<file path="src/rtl/adc_pkg.sv">
`default_nettype none
// ============================================================================
// Module      : adc_pkg
// Description : Shared types and default constants for the multi-channel
//               SPI ADC capture block (capture FSM states, sample word type).
// Revision    : 1.0 - initial release
// ============================================================================
package adc_pkg;

  localparam int ADC_DATA_WIDTH = 16;
  localparam int ADC_NUM_CH     = 4;

  typedef logic [ADC_DATA_WIDTH-1:0] sample_t;

  typedef enum logic [1:0] {
    IDLE    = 2'd0,
    CONVERT = 2'd1,
    SHIFT   = 2'd2,
    WRITE   = 2'd3
  } adc_cap_state_t;

endpackage
`default_nettype wire

</file>
<file path="src/rtl/adc_shift_reg.sv">
`default_nettype none
// ============================================================================
// Module      : adc_shift_reg
// Description : Serial-in / parallel-out register for one ADC channel.
//               Shifts MSB first (new bit enters at bit 0).
// Ports       : clk, rst (sync, active-low), clr (sync clear),
//               shift_en (shift sdi in this cycle), sdi (serial bit),
//               q (parallel sample, DATA_WIDTH >= 2)
// Revision    : 1.0 - initial release
// ============================================================================
module adc_shift_reg
  import adc_pkg::*;
#(
  parameter int DATA_WIDTH = ADC_DATA_WIDTH
) (
  input  logic                  clk,
  input  logic                  rst,
  input  logic                  clr,
  input  logic                  shift_en,
  input  logic                  sdi,
  output logic [DATA_WIDTH-1:0] q
);

  logic [DATA_WIDTH-1:0] r_q;

  always_ff @(posedge clk) begin
    if (!rst || clr) begin
      r_q <= '0;
    end else if (shift_en) begin
      r_q <= {r_q[DATA_WIDTH-2:0], sdi};
    end
  end

  assign q = r_q;

endmodule
`default_nettype wire

</file>
<file path="src/rtl/adc_spi_capture.sv">
`default_nettype none
// ============================================================================
// Module      : adc_spi_capture
// Description : Periodic capture from a simultaneous-sampling SPI ADC with one
//               SDO line per channel. Each frame: conversion pulse, serial
//               read-out of all channels in parallel, then one FIFO word per
//               clk for channels 0..NUM_CH-1. Never stalls: words offered
//               while fifo_full is high are dropped and flagged in overrun.
// Ports       : clk, rst (sync, active-low), enable, clr_status, test_mode,
//               adc_cnv, adc_sclk, adc_sdo[NUM_CH], fifo_data, fifo_write,
//               fifo_full, overrun, timing_err, frame_count[31:0]
// Options     : `define ADC_TEST_PATTERN_EN enables the test_mode pattern
//               {channel index, frame_count low bits}; otherwise test_mode
//               is ignored.
// Revision    : 1.0 - initial release
// ============================================================================
module adc_spi_capture
  import adc_pkg::*;
#(
  parameter int DATA_WIDTH    = ADC_DATA_WIDTH,
  parameter int NUM_CH        = ADC_NUM_CH,
  parameter int CLK_DIV       = 4,
  parameter int CONV_CYCLES   = 30,
  parameter int SAMPLE_PERIOD = 500
) (
  input  logic                  clk,
  input  logic                  rst,
  input  logic                  enable,
  input  logic                  clr_status,
  input  logic                  test_mode,
  output logic                  adc_cnv,
  output logic                  adc_sclk,
  input  logic [NUM_CH-1:0]     adc_sdo,
  output logic [DATA_WIDTH-1:0] fifo_data,
  output logic                  fifo_write,
  input  logic                  fifo_full,
  output logic                  overrun,
  output logic                  timing_err,
  output logic [31:0]           frame_count
);

  localparam int c_per_w   = (SAMPLE_PERIOD > 1) ? $clog2(SAMPLE_PERIOD) : 1;
  localparam int c_cnt_max = (CONV_CYCLES > CLK_DIV) ? CONV_CYCLES : CLK_DIV;
  localparam int c_cnt_w   = $clog2(c_cnt_max + 1);
  localparam int c_half_w  = $clog2(2 * DATA_WIDTH);
  localparam int c_k_w     = (NUM_CH > 1) ? $clog2(NUM_CH) : 1;

  adc_cap_state_t        r_state, w_state_nxt;
  logic [c_per_w-1:0]    r_period;
  logic [c_cnt_w-1:0]    r_cnt;
  logic [c_half_w-1:0]   r_half;
  logic [c_k_w-1:0]      r_k;
  logic                  r_cnv, r_sclk, r_overrun, r_timing_err;
  logic [DATA_WIDTH-1:0] r_data_hold;
  logic [31:0]           r_frame_count;

  logic w_tick, w_frame_start, w_div_done, w_conv_done, w_last_half;
  logic w_shift_en, w_last_word, w_fifo_write;
  logic [DATA_WIDTH-1:0] w_samples [NUM_CH];
  logic [DATA_WIDTH-1:0] w_word;

  // Period counter: held at 0 while disabled so the first enabled cycle ticks.
  always_ff @(posedge clk) begin
    if (!rst || !enable) begin
      r_period <= '0;
    end else if (r_period == c_per_w'(SAMPLE_PERIOD - 1)) begin
      r_period <= '0;
    end else begin
      r_period <= r_period + c_per_w'(1);
    end
  end

  assign w_tick        = enable && (r_period == '0);
  assign w_frame_start = w_tick && (r_state == IDLE);
  assign w_div_done    = (r_cnt == c_cnt_w'(CLK_DIV - 1));
  assign w_conv_done   = (r_cnt == c_cnt_w'(CONV_CYCLES - 1));
  assign w_last_half   = (r_half == c_half_w'(2 * DATA_WIDTH - 1));

  always_ff @(posedge clk) begin
    if (!rst) begin
      r_state <= IDLE;
    end else begin
      r_state <= w_state_nxt;
    end
  end

  always_comb begin
    w_state_nxt  = r_state;
    w_shift_en   = 1'b0;
    w_last_word  = 1'b0;
    w_fifo_write = 1'b0;
    case (r_state)
      IDLE:    if (w_tick) w_state_nxt = CONVERT;
      CONVERT: if (w_conv_done) w_state_nxt = SHIFT;
      SHIFT: begin
        if (w_div_done) begin
          // Data is taken on the cycle SCLK is driven 0->1.
          w_shift_en = !r_sclk;
          if (w_last_half) w_state_nxt = WRITE;
        end
      end
      WRITE: begin
        w_fifo_write = !fifo_full;
        if (r_k == c_k_w'(NUM_CH - 1)) begin
          w_last_word = 1'b1;
          w_state_nxt = IDLE;
        end
      end
      default: w_state_nxt = IDLE;
    endcase
  end

  // Datapath: phase counters, SPI pins, status and output hold.
  always_ff @(posedge clk) begin
    if (!rst) begin
      r_cnt         <= '0;
      r_half        <= '0;
      r_k           <= '0;
      r_cnv         <= 1'b0;
      r_sclk        <= 1'b0;
      r_data_hold   <= '0;
      r_frame_count <= '0;
      r_overrun     <= 1'b0;
      r_timing_err  <= 1'b0;
    end else begin
      r_cnv <= (w_state_nxt == CONVERT);
      case (r_state)
        IDLE: begin
          r_cnt  <= '0;
          r_half <= '0;
          r_k    <= '0;
          r_sclk <= 1'b0;
        end
        CONVERT: r_cnt <= w_conv_done ? '0 : r_cnt + c_cnt_w'(1);
        SHIFT: begin
          if (w_div_done) begin
            r_cnt  <= '0;
            r_sclk <= !r_sclk;
            r_half <= w_last_half ? '0 : r_half + c_half_w'(1);
          end else begin
            r_cnt <= r_cnt + c_cnt_w'(1);
          end
        end
        WRITE: begin
          r_k         <= w_last_word ? '0 : r_k + c_k_w'(1);
          r_data_hold <= w_word;
          if (w_last_word) r_frame_count <= r_frame_count + 32'd1;
        end
        default: r_cnt <= '0;
      endcase

      // Sticky flags: a set event in the same cycle beats clr_status.
      if (r_state == WRITE && fifo_full) r_overrun <= 1'b1;
      else if (clr_status)               r_overrun <= 1'b0;

      if (w_tick && r_state != IDLE) r_timing_err <= 1'b1;
      else if (clr_status)           r_timing_err <= 1'b0;
    end
  end

  for (genvar gi = 0; gi < NUM_CH; gi++) begin : g_ch
    adc_shift_reg #(
      .DATA_WIDTH (DATA_WIDTH)
    ) u_shift_reg (
      .clk      (clk),
      .rst      (rst),
      .clr      (w_frame_start),
      .shift_en (w_shift_en),
      .sdi      (adc_sdo[gi]),
      .q        (w_samples[gi])
    );
  end

`ifdef ADC_TEST_PATTERN_EN
  localparam int c_ch_bits = $clog2(NUM_CH);
  logic [DATA_WIDTH-1:0] w_pattern;
  assign w_pattern = (DATA_WIDTH'(r_k) << (DATA_WIDTH - c_ch_bits))
                   | (r_frame_count[DATA_WIDTH-1:0] & ({DATA_WIDTH{1'b1}} >> c_ch_bits));
  assign w_word = test_mode ? w_pattern : w_samples[r_k];
`else
  logic w_unused_test_mode;
  assign w_unused_test_mode = test_mode;
  assign w_word = w_samples[r_k];
`endif

  assign adc_cnv     = r_cnv;
  assign adc_sclk    = r_sclk;
  assign fifo_write  = w_fifo_write;
  assign fifo_data   = (r_state == WRITE) ? w_word : r_data_hold;
  assign overrun     = r_overrun;
  assign timing_err  = r_timing_err;
  assign frame_count = r_frame_count;

endmodule
`default_nettype wire

</file>
<file path="config.mk">
export PLATFORM = sky130hd
export DESIGN_NAME = adc_spi_capture
export DESIGN_NICKNAME = d
export VERILOG_FILES = /design/src/rtl/adc_pkg.sv /design/src/rtl/adc_shift_reg.sv /design/src/rtl/adc_spi_capture.sv
export SDC_FILE = /design/constraint.sdc
export NUM_CORES = 1
export LEC_CHECK = 0
export BUFFER_PORTS_ARGS = -buffer_cell sky130_fd_sc_hd__buf_2
export CORE_UTILIZATION = 59
export CTS_CLUSTER_DIAMETER = 50
export CTS_CLUSTER_SIZE = 8
export DETAILED_ROUTE_END_ITERATION = 8
export GPL_TIMING_DRIVEN = 0
export PLACE_DENSITY = 0.8
export SYNTH_ARGS = -nofsm -noshare
export SYNTH_HDL_FRONTEND = slang
export SYNTH_SLANG_ARGS = --single-unit
</file>
<file path="constraint.sdc">
create_clock -name clk -period 3.25 [get_ports clk]
set_input_delay 0.975 -clock clk [delete_from_list [all_inputs] [get_ports clk]]
set_output_delay 0.975 -clock clk [all_outputs]
set_load 0.02 [all_outputs]
</file>
# [Yosys cells after proc, flatten, opt, wreduce, memory -nomap -nowiden]
# Cells that the tools add are included.
[word_totals] output_inout_bits=53 ff_bits=139 in_bits=10 wordCells=81
[classes] reduce_logical=21 order_cmp=1 n_eq_ne=10 addsub=5 mux=28 n_bitwise=1
[op_table] op="$mux 16" n=3
[op_table] op="$add 32x1->32 const B" n=1
[op_table] op="$bmux 16 s2" n=1
[op_table] op="$mux 5" n=4
[op_table] op="$pmux 5 s3" n=1
[op_table] op="$mux 2" n=6
[op_table] op="$add 5x1->5 const B" n=2
[op_table] op="$eq 5x5->1 const B" n=2
[op_table] op="$pmux 5 s2" n=1
[op_table] op="$reduce_bool 2->1" n=5
[op_table] op="$add 9x1->9 const B" n=1
[op_table] op="$eq 9x9->1 const B" n=1
[op_table] op="$logic_not 9->1" n=1
[op_table] op="$mux 1" n=9
[op_table] op="$pmux 2 s4" n=1
[op_table] op="$eq 2x2->1 const B" n=3
[op_table] op="$eq 5x2->1 const B" n=1
[op_table] op="$eq 2x1->1 const B" n=2
[op_table] op="$logic_and 1x1->1" n=4
[op_table] op="$logic_not 1->1" n=4
[op_table] op="$pmux 2 s2" n=1
[op_table] op="$reduce_and 2->1" n=2
[op_table] op="$ge 3x3->1 const B" n=1
[op_table] op="$not 2->3" n=1
[op_table] op="7 further kinds" n=8

# [Logic depth before layout (Yosys ltp)]
# Gate-level depths: netlist (run 1).
[depth] ltp_word=5 mapped_depth=9 ltp_nobuf=6

# [Cells and area by module]
# From an unflattened synthesis (run 1), not the netlist that was laid out.
[hier_totals] hier_cells=619 area_unflattened_um2=6264.8
[modules_own_cells] mod="adc_spi_capture" area_per_inst_um2=3887.5 cells_per_inst=407 n_inst=1 seq_area_each_um2=1501.4
[modules_own_cells] mod="adc_shift_reg" area_per_inst_um2=594.3 cells_per_inst=53 n_inst=4 seq_area_each_um2=320.3

# [Worst setup path after synthesis (run 1)]
# Ideal clock, no wire load.
[synth_path] path_kind="reg-to-output" from="register r_k[0]" to="output port fifo_data[13]" setup_slack_ps=467 arrival_ps=1808 required_ps=2275 stages_incl_launch_ff=5 path_buffers=2 cell_sequence="dfxtp_1 -> buf_2 -> clkbuf_1 -> mux4_2 -> mux2_2"
[synth_between] elab_chain_cells=5
[synth_lines] item="start: declaration" line_no="adc_spi_capture.sv:52" text="logic [c_k_w-1:0] r_k;"
[synth_lines] item="start signal: assignment" line_no="adc_spi_capture.sv:145" text="r_k <= w_last_word ? '0 : r_k + c_k_w'(1);"
[synth_lines] item="$not 2->3 (not written as such)" line_no="adc_spi_capture.sv:183" text="assign w_word = w_samples[r_k];"
[synth_lines] item="$bmux 16 s2" line_no="adc_spi_capture.sv:183"
[synth_lines] item="$mux 16 (not written as such) (2 in a row)" line_no="adc_spi_capture.sv:183"
[synth_lines] item="$mux 16"
[synth_lines] item="end: declaration" line_no="adc_spi_capture.sv:34" text="output logic [DATA_WIDTH-1:0] fifo_data,"
# No other way between the ends. The select of a mux whose other input is x is not followed.

# [Final worst setup path (run 1)]
[layout_path] from="register r_k[0]" to="output port fifo_data[14]"
# The elaborated chain is that of the path after synthesis.

==> summary.txt, run 1 <==
Outcome
  – Status: completed

Synthesis
  – Post-synth EDFFs: 0
  – Post-Synth Adder-Cell Area: 2.48%
  – Post-synth top flop: dfxtp_1
  – Syn avg cell area: 8.78 um^2
  – Async SR Flop Fraction: 0%
  – Yosys warning total: 0
  – Sequential area share after synthesis: 45.9%
  – XOR/XNOR share of the synthesized area: 2.75%
  – Post-synthesis simple-gate area fraction: 22.9%
  – Mapped Cells: 690
  – Multiplexer area fraction after synthesis: 9.42%
  – Synth Area in Compound Gates: 12.4%
  – Cell area after synthesis: 6060 um^2
  – Main combinational cell family by area after synthesis: simple AND/OR/NAND/NOR gates
  – Flops & latches, synth: 139
  – Net count after synthesis: 712
  – Post-synthesis cell type count: 48

Drt
  – Pre-antenna DRT Iters: 9
  – Drt initial violations: 342
  – Drt total wl: 14800 um
  – DR DRC count: 0
  – Vias/cell: 5.86
  – Wire per inst: 16.2 um
  – Via count of the routed design: 5376
  – Post-route ant nets: 0

Layout
  – Final Util: 72.9%
  – N_diodes: 0
  – Area Overhead vs Synth: 18.8%
  – Layout net count: 793
  – Layout Cells excl Fill: 917
  – Layout cells sized above 1: 18.8%
  – Final Cell Area: 7200 um^2
  – Fillcell total: 701

Critical path
  – Worst path cell trace: buf_8 -> clkbuf_8 -> mux4_2 -> mux2_2 -> buf_2
  – Type of origin of the critical path: register
  – Reg2reg end: g_ch[0].u_shift_reg.q[12]$_SDFFE_PP0P_
  – Crit path DAT: 2.18 ns
  – CP max-delay cell: mux4_2
  – Top delay family on crit path: multiplexers
  – Setup crit start: r_k[0]$_SDFFE_PN0P_
  – CP Data Required Time: 2.27 ns
  – CP Class: register to primary output
  – CP Buf/Inv Count: 3
  – Reg2reg start: r_cnt[0]$_SDFFE_PN0P_
  – Worst-path fanout max: 10
  – Max incr delay on CP: 0.54 ns
  – R2R Setup Slk: 0.77 ns
  – Setup crit end kind: primary output
  – R2r worst-path depth: 8

CTS
  – Hold buffer count at cts: 0
  – CTS buffer count: 17
  – CTS Buffer Depth: 2
  – Root buf cell: clkbuf_8
  – Clk_lat worst skew: 0.52 ns
  – CTS clk-pin slew, worst paths: 0.06 ns
  – Clk sink count: 139
  – Htree depth: 4
  – CTS tree: done

Placed design
  – Dpl hpwl: 10100 um
  – RD Place Congestion: 0.808
  – PortBufs: 61
  – Placed cells: 884
  – Area after DPL: 6530 um^2

Floorplanning
  – Die Width: 103 um
  – DIE AREA: 10700 um^2
  – Row count: 36
  – Initial core utilization: 61.4%
  – Area of the core: 9860 um^2
  – Die Span Y: 103 um
  – Boundary Pins: 63

Power and ir drop
  – Clock share of power: 52.3%
  – Comb power frac: 2.9%
  – Overall Power: 3.83 mW
  – Sequential share of power: 44.8%
  – Pwr dens: 532 nW/um^2
  – Maximum vdd drop: 0.000312 V
  – Switching share of power: 21.1%
  – Internal: 3.02 mW
  – P_sw: 0.808 mW
  – Leak: 2.70 nW

Worst hold path
  – Tightest Hold Check Type: register to register
  – Hold Path Depth: 2
  – Worst Hold Path EP: g_ch[0].u_shift_reg.q[15]$_SDFFE_PP0P_
  – Hold path start: g_ch[0].u_shift_reg.q[15]$_SDFFE_PP0P_

Global routing
  – Met1 Usage GRT: 37.7%
  – Maximum number of pins on one net before global-route repair: 17
  – Vias in the first global route: 4720
  – First-pass GRT wire length: 23200 um
  – Initial antenna violation count: 0
  – Gr usage total: 28.6%
  – M2 GR Usage: 47.0%
  – Remaining Overflow, GRT: 0
  – Met3 usage: 6.72%
  – Most used routing layer: met2

Timing
  – # setup viols final: 0
  – TNS Setup: 0 ns
  – Clk_skew: 0.00740 ns
  – Fin. max-slew vios: 0
  – Final period utilization: 97.1%
  – Worst-Margin Slew: 0.680 ns
  – Slew headroom: 54.2%
  – RSZ-0062 raised after global routing: no
  – Max Freq: 0.317 GHz
  – Final Hold Fails: 0
  – Period minus WS final: 3.16 ns

Flow run
  – Max cap viols: 0
[worst max path at each step]
stage	to	slack, ns	cells past startpoint
global placement	fifo_data[14]	0.07	5
finish	fifo_data[14]	0.09	5
floorplan	fifo_data[13]	0.47	4
CTS	fifo_data[14]	0.005	5
global route	fifo_data[13]	0.03	5
detailed placement	fifo_data[14]	0.05	5
[power by group through the flow]
stage | sequential (mW) | clock [mW] | combinational, mW
after floorplan | 1.75 | 0 | 0.0711
after global placement | 1.75 | 0 | 0.105
after detailed placement | 1.75 | 0 | 0.109
after CTS | 1.72 | 2.01 | 0.110
after global routing | 1.72 | 2.09 | 0.124
final | 1.72 | 2.00 | 0.112
[stage by stage]
| stage | hold WS [ns] | setup WS [ns] |
|---|---|---|
| 2_1_floorplan | 0.433 | 0.467 |
| 3_3_place_gp | 0.443 | 0.0670 |
| 3_5_place_dp | 0.454 | 0.0464 |
| 4_1_cts | 0.466 | 0.00534 |
| 5_1_grt | 0.481 | 0.0320 |
| 6_report | 0.463 | 0.0948 |
[cells by family after synthesis]
family,count (synthesis)
simple gates,294
flops,139
compound gates,130
buf+inv,61
mux,35
xor+xnor,19
fa+ha+maj,12
[flip-flops by register name, summed over array words and instances (netlist names)]
name and count:
r_half 5, r_k 2, r_data_hold 16, r_state 2
g_ch.u_shift_reg.q 64, r_period 9, overrun 1, timing_err 1
adc_sclk 1, frame_count 32, r_cnt 5, adc_cnv 1
[what timing repair did]
action	in CTS	in global routing
setup buffers	0	1
setup endpoints to repair	17	10
resized for setup	10	5
endpoints found under the hold margin	0	0
[worst min-delay path, cell delays in order, from the launching register on]
cell     delay (ns)
dfxtp_1        0.31
nand2_1        0.05
a21oi_1        0.05
[layout by cell type, fill, tap and decap left out, types with 7 or more instances in the layout]
master	instances
a21oi_1	86
and2_1	17
buf_2	72
clkbuf_1	26
clkbuf_16	16
dfxtp_1	139
ha_1	12
inv_1	17
mux2_2	16
mux4_2	16
nand2_1	151
nand3_1	16
nand4_1	10
nor2_1	37
nor3_1	9
nor4_1	7
o21ai_0	7
or3_1	12
or4_1	7
xnor2_1	12
xor2_1	7
[final cells by class]
class	count	area [um^2]	area share, %
plain buffers	44	219	3.04
clock inverters	12	170	2.36
multi-input cells	490	3020	42.0
well taps	133	166	2.31
inverters	17	63.8	0.887
repair buffers	62	325	4.52
flip-flops and latches	139	2780	38.7
clock buffers	20	445	6.19
[layer usage]
layer	share of wire, %	vias to the layer above
met2	49	207
li1	-	2561
met4	0.99	0
met1	44	2590
met5	0	-
met3	6.8	18
[synthesized netlist by cell type, types with 5 or more instances]
library cell / instances / area (um^2)
clkbuf_1: 30 / 113
o31ai_1: 5 / 37.5
ha_1: 12 / 150
a22o_1: 5 / 43.8
buf_2: 12 / 60.1
and2_1: 17 / 106
xor2_1: 7 / 61.3
or3_1: 12 / 75.1
nand4_1: 10 / 62.6
and3_1: 6 / 37.5
nor4_1: 7 / 43.8
nand3_1: 16 / 80.1
nand2_1: 151 / 567
or4_1: 7 / 52.6
o41ai_1: 5 / 43.8
mux2_2: 16 / 180
inv_1: 17 / 63.8
nor2_1: 37 / 139
a21oi_1: 86 / 430
nor2b_1: 5 / 31.3
nand2b_1: 5 / 31.3
o21ai_1: 6 / 30.0
dfxtp_1: 139 / 2780
mux4_2: 16 / 360
o21ai_0: 7 / 35.0
xnor2_1: 12 / 105
nor3_1: 9 / 45.0
Power figures use the tool's default switching activity.
==> run 2, diff against run 1 <==
Settings changed: SYNTH_HIERARCHICAL set to 1.
==> run 2 against run 1 <==
- sequential power about the same
- hold slack better by 0.0078 ns
- clock skew down 0.0018 ns
- cell area up 1.7%
- via count down 8.0%
- sequential share of layout area down 0.62 points
- total power down 6.3%
- synthesized cell count down 10%
- synthesized area up 3.4%
- critical path depth unchanged
- fmax down 0.29%
- non-clock buffer count down 9
- critical path type unchanged
- largest power group unchanged
- highest routed layer unchanged
==> summary.txt, run 2 <==
Drt
  – Wire per inst: 16.5 um (was 16.2 um)
  – Post-route ant nets: 0 (unchanged)
  – Drt initial violations: 386 (was 342)
  – Via count of the routed design: 4947 (was 5376)
  – Drt total wl: 14000 um (was 14800 um)
  – DR DRC count: 0 (unchanged)
  – Vias/cell: 5.84 (was 5.86)
  – Pre-antenna DRT Iters: 5 (was 9)

Floorplanning
  – Boundary Pins: 63 (unchanged)
  – Area of the core: 10300 um^2 (was 9860 um^2)
  – DIE AREA: 11000 um^2 (was 10700 um^2)
  – Row count: 37 (was 36)
  – Die Width: 105 um (was 103 um)
  – Initial core utilization: 60.7% (was 61.4%)
  – Die Span Y: 105 um (was 103 um)

CTS
  – CTS clk-pin slew, worst paths: 0.06 ns (about the same)
  – Setup bufs post-CTS: 0 (unchanged)
  – Htree depth: 4 (unchanged)
  – CTS Buffer Depth: 2 (unchanged)
  – Clk sink count: 139 (unchanged)
  – Root buf cell: clkbuf_8 (unchanged)
  – Hold buffer count at cts: 0 (unchanged)
  – CTS resizes: 12 (was 10)
  – Clk_lat worst skew: 0.53 ns (was 0.52 ns)
  – CTS buffer count: 17 (unchanged)
  – CTS tree: done (unchanged)

Critical path
  – Worst path cell trace: buf_2 -> buf_4 -> mux4_2 -> mux2_2 -> buf_2 (was buf_8 -> clkbuf_8 -> mux4_2 -> mux2_2 -> buf_2)
  – Crit path DAT: 2.19 ns (was 2.18 ns)
  – Type of origin of the critical path: register (unchanged)
  – Max incr delay on CP: 0.34 ns (was 0.54 ns)
  – CP Class: register to primary output (unchanged)
  – CP Data Required Time: 2.27 ns (about the same)
  – Setup crit end kind: primary output (unchanged)
  – CP max-delay cell: dfxtp_1 (was mux4_2)
  – Top delay family on crit path: buffers and inverters (was multiplexers)
  – Worst-path fanout max: 10 (unchanged)
  – CP Buf/Inv Count: 3 (unchanged)
  – CP most frequent cell: buf_2

Synthesis
  – Flops & latches, synth: 139 (unchanged)
  – Mapped Cells: 619 (was 690)
  – Area leader, netlist: dfxtp_1 (unchanged)
  – Post-Synth Adder-Cell Area: 2.40% (was 2.48%)
  – Syn avg cell area: 10.1 um^2 (was 8.78 um^2)
  – Yosys warning total: 6 (was 0)
  – Cell with the most instances after synthesis: dfxtp_1 (was nand2_1)
  – Main combinational cell family by area after synthesis: simple AND/OR/NAND/NOR gates (unchanged)
  – Post-synthesis cell type count: 52 (was 48)
  – Post-synth top flop: dfxtp_1 (unchanged)
  – Most common library cells after synthesis: dfxtp_1 (139), nor2_1 (91), mux2i_1 (65) (was nand2_1 (151), dfxtp_1 (139), a21oi_1 (86))
  – Post-synth top area share: 44.4% (was 45.9%)
  – Multiplexer area fraction after synthesis: 19.0% (was 9.42%)
  – Area contributors post-synth: dfxtp_1 (44%), mux2i_1 (10%), mux4_2 (5.8%), nor2_1 (5.5%), mux2_2 (2.9%) (was dfxtp_1 (46%), nand2_1 (9.4%), a21oi_1 (7.1%), mux4_2 (5.9%), mux2_2 (3.0%))
  – Sequential area share after synthesis: 44.4% (was 45.9%)
  – Cell area after synthesis: 6260 um^2 (was 6060 um^2)
  – Synth Area in Compound Gates: 7.13% (was 12.4%)
  – Post-synth EDFFs: 0 (unchanged)
  – XOR/XNOR share of the synthesized area: 2.38% (was 2.75%)
  – Net count after synthesis: 641 (was 712)
  – Async SR Flop Fraction: 0% (unchanged)
  – Post-synthesis simple-gate area fraction: 19.0% (was 22.9%)

Global routing
  – Initial antenna violation count: 0 (unchanged)
  – Gr usage total: 27.0% (was 28.6%)
  – Remaining Overflow, GRT: 0 (unchanged)
  – First-pass GRT wire length: 23300 um (was 23200 um)
  – Vias in the first global route: 4822 (was 4720)
  – Maximum number of pins on one net before global-route repair: 17 (unchanged)

Timing
  – Period minus WS final: 3.16 ns (about the same)
  – Max Freq: 0.316 GHz (was 0.317 GHz)
  – Final Hold Fails: 0 (unchanged)
  – Final WS setup: 0.0855 ns (was 0.0948 ns)
  – # setup viols final: 0 (unchanged)
  – Clk_skew: 0.00563 ns (was 0.00740 ns)
  – RSZ-0062 raised after global routing: no (unchanged)
  – Slew headroom: 27.7% (was 54.2%)
  – TNS Setup: 0 ns (unchanged)
  – Worst-Margin Slew: 1.07 ns (was 0.680 ns)
  – Fin. max-slew vios: 0 (unchanged)
  – Final period utilization: 97.4% (was 97.1%)

Outcome
  – Status: completed (unchanged)

Layout
  – Area Overhead vs Synth: 16.8% (was 18.8%)
  – Max reg flops: 64 (unchanged)
  – Commonest non-fill, non-tap cell in the layout: dfxtp_1 (was nand2_1)
  – N_diodes: 0 (unchanged)
  – Layout cells sized above 1: 21.8% (was 18.8%)
  – Layout net count: 721 (was 793)
  – Most frequent cells in the layout: dfxtp_1 (138), nor2_1 (91), buf_2 (65), mux2i_1 (65), a21oi_1 (29) (was nand2_1 (151), dfxtp_1 (139), a21oi_1 (86))

Placed design
  – Pre-CTS setup slack: 0.250 ns (was 0.0464 ns)
  – Dpl hpwl: 9400 um (was 10100 um)
  – PortBufs: 61 (unchanged)
  – RD Place Congestion: 0.836 (was 0.808)

Power and ir drop
  – Leak: 2.72 nW (was 2.70 nW)
  – Pwr dens: 491 nW/um^2 (was 532 nW/um^2)
  – Maximum vdd drop: 0.000326 V (was 0.000312 V)

Worst hold path
  – Tightest Hold Check Type: register to register (unchanged)

Flow run
  – Max cap viols: 0 (unchanged)
run 2: changes by cell type after synthesis, sizes merged, moves of 5 or more:
cell    change
o41ai       -5
or4        +11
o31ai      +10
nor4        -7
clkbuf     -14
buf         +6
xnor2       -7
a21oi      -57
nand2     -124
xor2        +5
mux2i      +62
nor3        -5
nor2       +54
a22o        -5
run 2: cell type report:
type | count | area (um^2)
timing repair buffer | 61 | 305
clock inverter | 7 | 66.3
fill | 769 | 3010
buffer | 36 | 323
multi-input combinational | 426 | 3130
clock buffer | 24 | 470
sequential | 139 | 2780
tap | 136 | 170
inverter | 18 | 67.6
run 2: worst paths after layout:
path | from | endpoint | slack [ns] | cells after the start
worst min register to register | timing_err$_SDFFE_PN0P_ | timing_err$_SDFFE_PN0P_ | 0.47 | 2
worst max register to register | r_cnt[0]$_SDFFE_PN0P_ | g_ch[3].u_shift_reg/q[5]$_SDFFE_PP0P_ | 0.73 | 8
worst max-delay path | r_k[1]$_SDFFE_PN0P_ | fifo_data[10] | 0.09 | 5
worst min-delay path | timing_err$_SDFFE_PN0P_ | timing_err$_SDFFE_PN0P_ | 0.47 | 2
run 2: metrics by stage:
step / util [%] / power (mW) / cells / area, um^2 / hold slack [ns]
floorplan: - / 1.83 / 619 / 6260 / 0.437
global placement: 65.3 / 1.86 / 816 / 6740 / 0.447
detailed placement: 65.3 / 1.87 / 816 / 6740 / 0.452
CTS: 70.7 / 3.61 / 847 / 7300 / 0.470
global route: 70.9 / 3.69 / 847 / 7320 / 0.500
finish: 70.9 / 3.59 / 847 / 7320 / 0.470
run 2: per-layer routing:
| layer | track usage [%] | share of wire [%] |
|---|---|---|
| met1 | 34.2 | 45 |
| met5 | 0 | 0 |
| met4 | 8.55 | 0.83 |
| met3 | 6.05 | 4.8 |
| met2 | 45.6 | 49 |
run 2: where the power goes:
group | switching (mW) | total (mW) | leakage [nW] | internal, mW
sequential | 0.00452 | 1.71 | 1.12 | 1.71
combinational | 0.0795 | 0.118 | 1.34 | 0.0380
clock | 0.691 | 1.76 | 0.265 | 1.07
total | 0.775 | 3.59 | 2.72 | 2.81
run 2: cells by family (layout without fill, tap and decap cells):
group	count (synthesis)	in the layout
multiplexers	97	97
adder cells (fa/ha/maj)	12	12
flip-flops	139	139
AO/OA/AOI/OAI	71	71
buffers and inverters	54	146
AND/OR/NAND/NOR	229	229
XOR/XNOR	17	17
run 2: worst min-delay path, cell delays in order, from the launching register on:
cell and delay, ns:
dfxtp_1 0.31, nand2_1 0.06, a21oi_1 0.06
==> run 3, diff against run 2 <==
Settings changed: CORE_UTILIZATION 59 to 43, PLACE_DENSITY 0.8 to not set.
==> run 3 against run 2 <==
- cell area grew 1.8%
- total power grew 8.5%
- non-clock buffer count is the same
- register-to-register slack lost 0.06 ns
- global-route usage shrank 6.9 points
- critical path depth is the same
- first-iteration DRC count shrank 45%
==> summary.txt, run 3 (synthesis gave the netlist of run 2 again) <==
Outcome
  – Status: completed (unchanged)

Timing
  – Worst-Margin Slew: 1.05 ns (was 1.07 ns)
  – Max Freq: 0.319 GHz (was 0.316 GHz)
  – Period minus WS final: 3.13 ns (was 3.16 ns)
  – Slew headroom: 28.7% (was 27.7%)
  – # setup viols final: 0 (unchanged)
  – Clk_skew: 0.00711 ns (was 0.00563 ns)
  – Fin. max-slew vios: 0 (unchanged)
  – Final period utilization: 96.4% (was 97.4%)
  – RSZ-0062 raised after global routing: no (unchanged)
  – Final Hold Fails: 0 (unchanged)
  – TNS Setup: 0 ns (unchanged)

Floorplanning
  – DIE AREA: 15100 um^2 (was 11000 um^2)
  – Area of the core: 14000 um^2 (was 10300 um^2)
  – Boundary Pins: 63 (unchanged)
  – Initial core utilization: 44.6% (was 60.7%)
  – Die Width: 123 um (was 105 um)
  – Row count: 43 (was 37)
  – Die Span Y: 123 um (was 105 um)

Layout
  – Max reg flops: 64 (unchanged)
  – Layout cells sized above 1: 22.3% (was 21.8%)
  – Commonest non-fill, non-tap cell in the layout: dfxtp_1 (unchanged)
  – Layout net count: 721 (unchanged)
  – Final Util: 53.1% (was 70.9%)
  – Fillcell total: 1260 (was 769)
  – Most frequent cells in the layout: dfxtp_1 (139), nor2_1 (91), buf_2 (66) (was dfxtp_1 (138), nor2_1 (91), buf_2 (65), mux2i_1 (65), a21oi_1 (29))
  – Area Overhead vs Synth: 18.9% (was 16.8%)
  – N_diodes: 0 (unchanged)

Critical path
  – Type of origin of the critical path: register (unchanged)
  – Worst path cell trace: clkbuf_2 -> clkbuf_4 -> mux4_2 -> mux2_2 -> buf_2 (was buf_2 -> buf_4 -> mux4_2 -> mux2_2 -> buf_2)
  – Worst-path fanout max: 10 (unchanged)
  – CP max-delay cell: dfxtp_1 (unchanged)
  – Setup crit end kind: primary output (unchanged)
  – Max incr delay on CP: 0.33 ns (was 0.34 ns)
  – Crit path DAT: 2.16 ns (was 2.19 ns)
  – CP Data Required Time: 2.27 ns (about the same)
  – CP Class: register to primary output (unchanged)

Placed design
  – RD Place Congestion: 0.791 (was 0.836)
  – Dpl hpwl: 9810 um (was 9400 um)
  – PortBufs: 61 (unchanged)

Worst hold path
  – Tightest Hold Check Type: register to register (unchanged)

CTS
  – CTS clk-pin slew, worst paths: 0.06 ns (about the same)
  – Htree depth: 4 (unchanged)
  – Setup bufs post-CTS: 0 (unchanged)
  – Clk sink count: 139 (unchanged)
  – Clk_lat worst skew: 0.42 ns (was 0.53 ns)
  – Root buf cell: clkbuf_16 (was clkbuf_8)
  – CTS buffer count: 17 (unchanged)
  – CTS tree: done (unchanged)
  – CTS Buffer Depth: 2 (unchanged)
  – Hold buffer count at cts: 0 (unchanged)

Power and ir drop
  – Pwr dens: 523 nW/um^2 (was 491 nW/um^2)
  – Maximum vdd drop: 0.000364 V (was 0.000326 V)
  – Overall Power: 3.90 mW (was 3.59 mW)
  – Leak: 2.76 nW (was 2.72 nW)

Drt
  – Wire per inst: 15.6 um (was 16.5 um)
  – Vias/cell: 5.42 (was 5.84)
  – Via count of the routed design: 4831 (was 4947)
  – Pre-antenna DRT Iters: 4 (was 5)
  – DR DRC count: 0 (unchanged)
  – Drt initial violations: 212 (was 386)
  – Drt total wl: 13900 um (was 14000 um)
  – Post-route ant nets: 0 (unchanged)

Flow run
  – Max cap viols: 0 (unchanged)

Global routing
  – Vias in the first global route: 4615 (was 4822)
  – Initial antenna violation count: 0 (unchanged)
  – First-pass GRT wire length: 23200 um (was 23300 um)
  – Remaining Overflow, GRT: 0 (unchanged)
  – Gr usage total: 20.1% (was 27.0%)
  – Maximum number of pins on one net before global-route repair: 17 (unchanged)
run 3: area by class of cell:
type / instances / area, um^2 / share of cell area (%)
clock inverter: 12 / 169 / 2.27
clock buffer: 20 / 467 / 6.26
tap: 180 / 225 / 3.02
buffer: 36 / 304 / 4.08
multi-input combinational: 426 / 3130 / 42.0
inverter: 18 / 67.6 / 0.907
sequential: 139 / 2780 / 37.4
timing repair buffer: 61 / 305 / 4.10
run 3: critical path: cells and delay by family, from the launching register on:
kind                   cells  cell delay [ns]
buffers and inverters      3             0.78
DFF                        1             0.33
muxes                      2             0.63
run 3: timing repair:
item	in CTS	in global routing
endpoints found under the setup margin	17	17
endpoints found under the hold margin	0	0
gates resized for setup	6	6
pin swaps	0	0
run 3: final timing paths:
check,cells after the start,from,end,slack [ns]
min reg2reg,2,timing_err$_SDFFE_PN0P_,timing_err$_SDFFE_PN0P_,0.46
max reg2reg,8,r_cnt[0]$_SDFFE_PN0P_,g_ch[2].u_shift_reg/q[3]$_SDFFE_PP0P_,0.67
min,2,timing_err$_SDFFE_PN0P_,timing_err$_SDFFE_PN0P_,0.46
max,5,r_k[1]$_SDFFE_PN0P_,fifo_data[10],0.12
run 3: report_power, final:
group          total, mW  switching (mW)  leakage (nW)  internal [mW]
clock network       2.06           0.725         0.312           1.34
logic              0.117          0.0791          1.33         0.0382
registers           1.71         0.00432          1.12           1.71
total               3.90           0.809          2.76           3.09
run 3: per-stage QoR:
| step | hold slack, ns | cell area, um^2 | worst slack [ns] | std cells |
|---|---|---|---|---|
| after CTS | 0.468 | 7450 | 0.00864 | 892 |
| final | 0.459 | 7450 | 0.118 | 892 |
| after detailed placement | 0.459 | 6800 | 0.173 | 860 |
| after global routing | 0.505 | 7450 | 0.00763 | 892 |
| after floorplan | 0.437 | 6260 | 0.678 | 619 |
| after global placement | 0.449 | 6800 | 0.193 | 860 |
run 3: per-layer routing:
| metal | global-route usage [%] | vias to the layer above | wire, um |
|---|---|---|---|
| li1 | - | 2377 | - |
| met1 | 26.6 | 2342 | 6660 |
| met2 | 31.6 | 93 | 6450 |
| met3 | 3.95 | 19 | 567 |
| met4 | 8.77 | 0 | 234 |
| met5 | 0 | - | 0 |
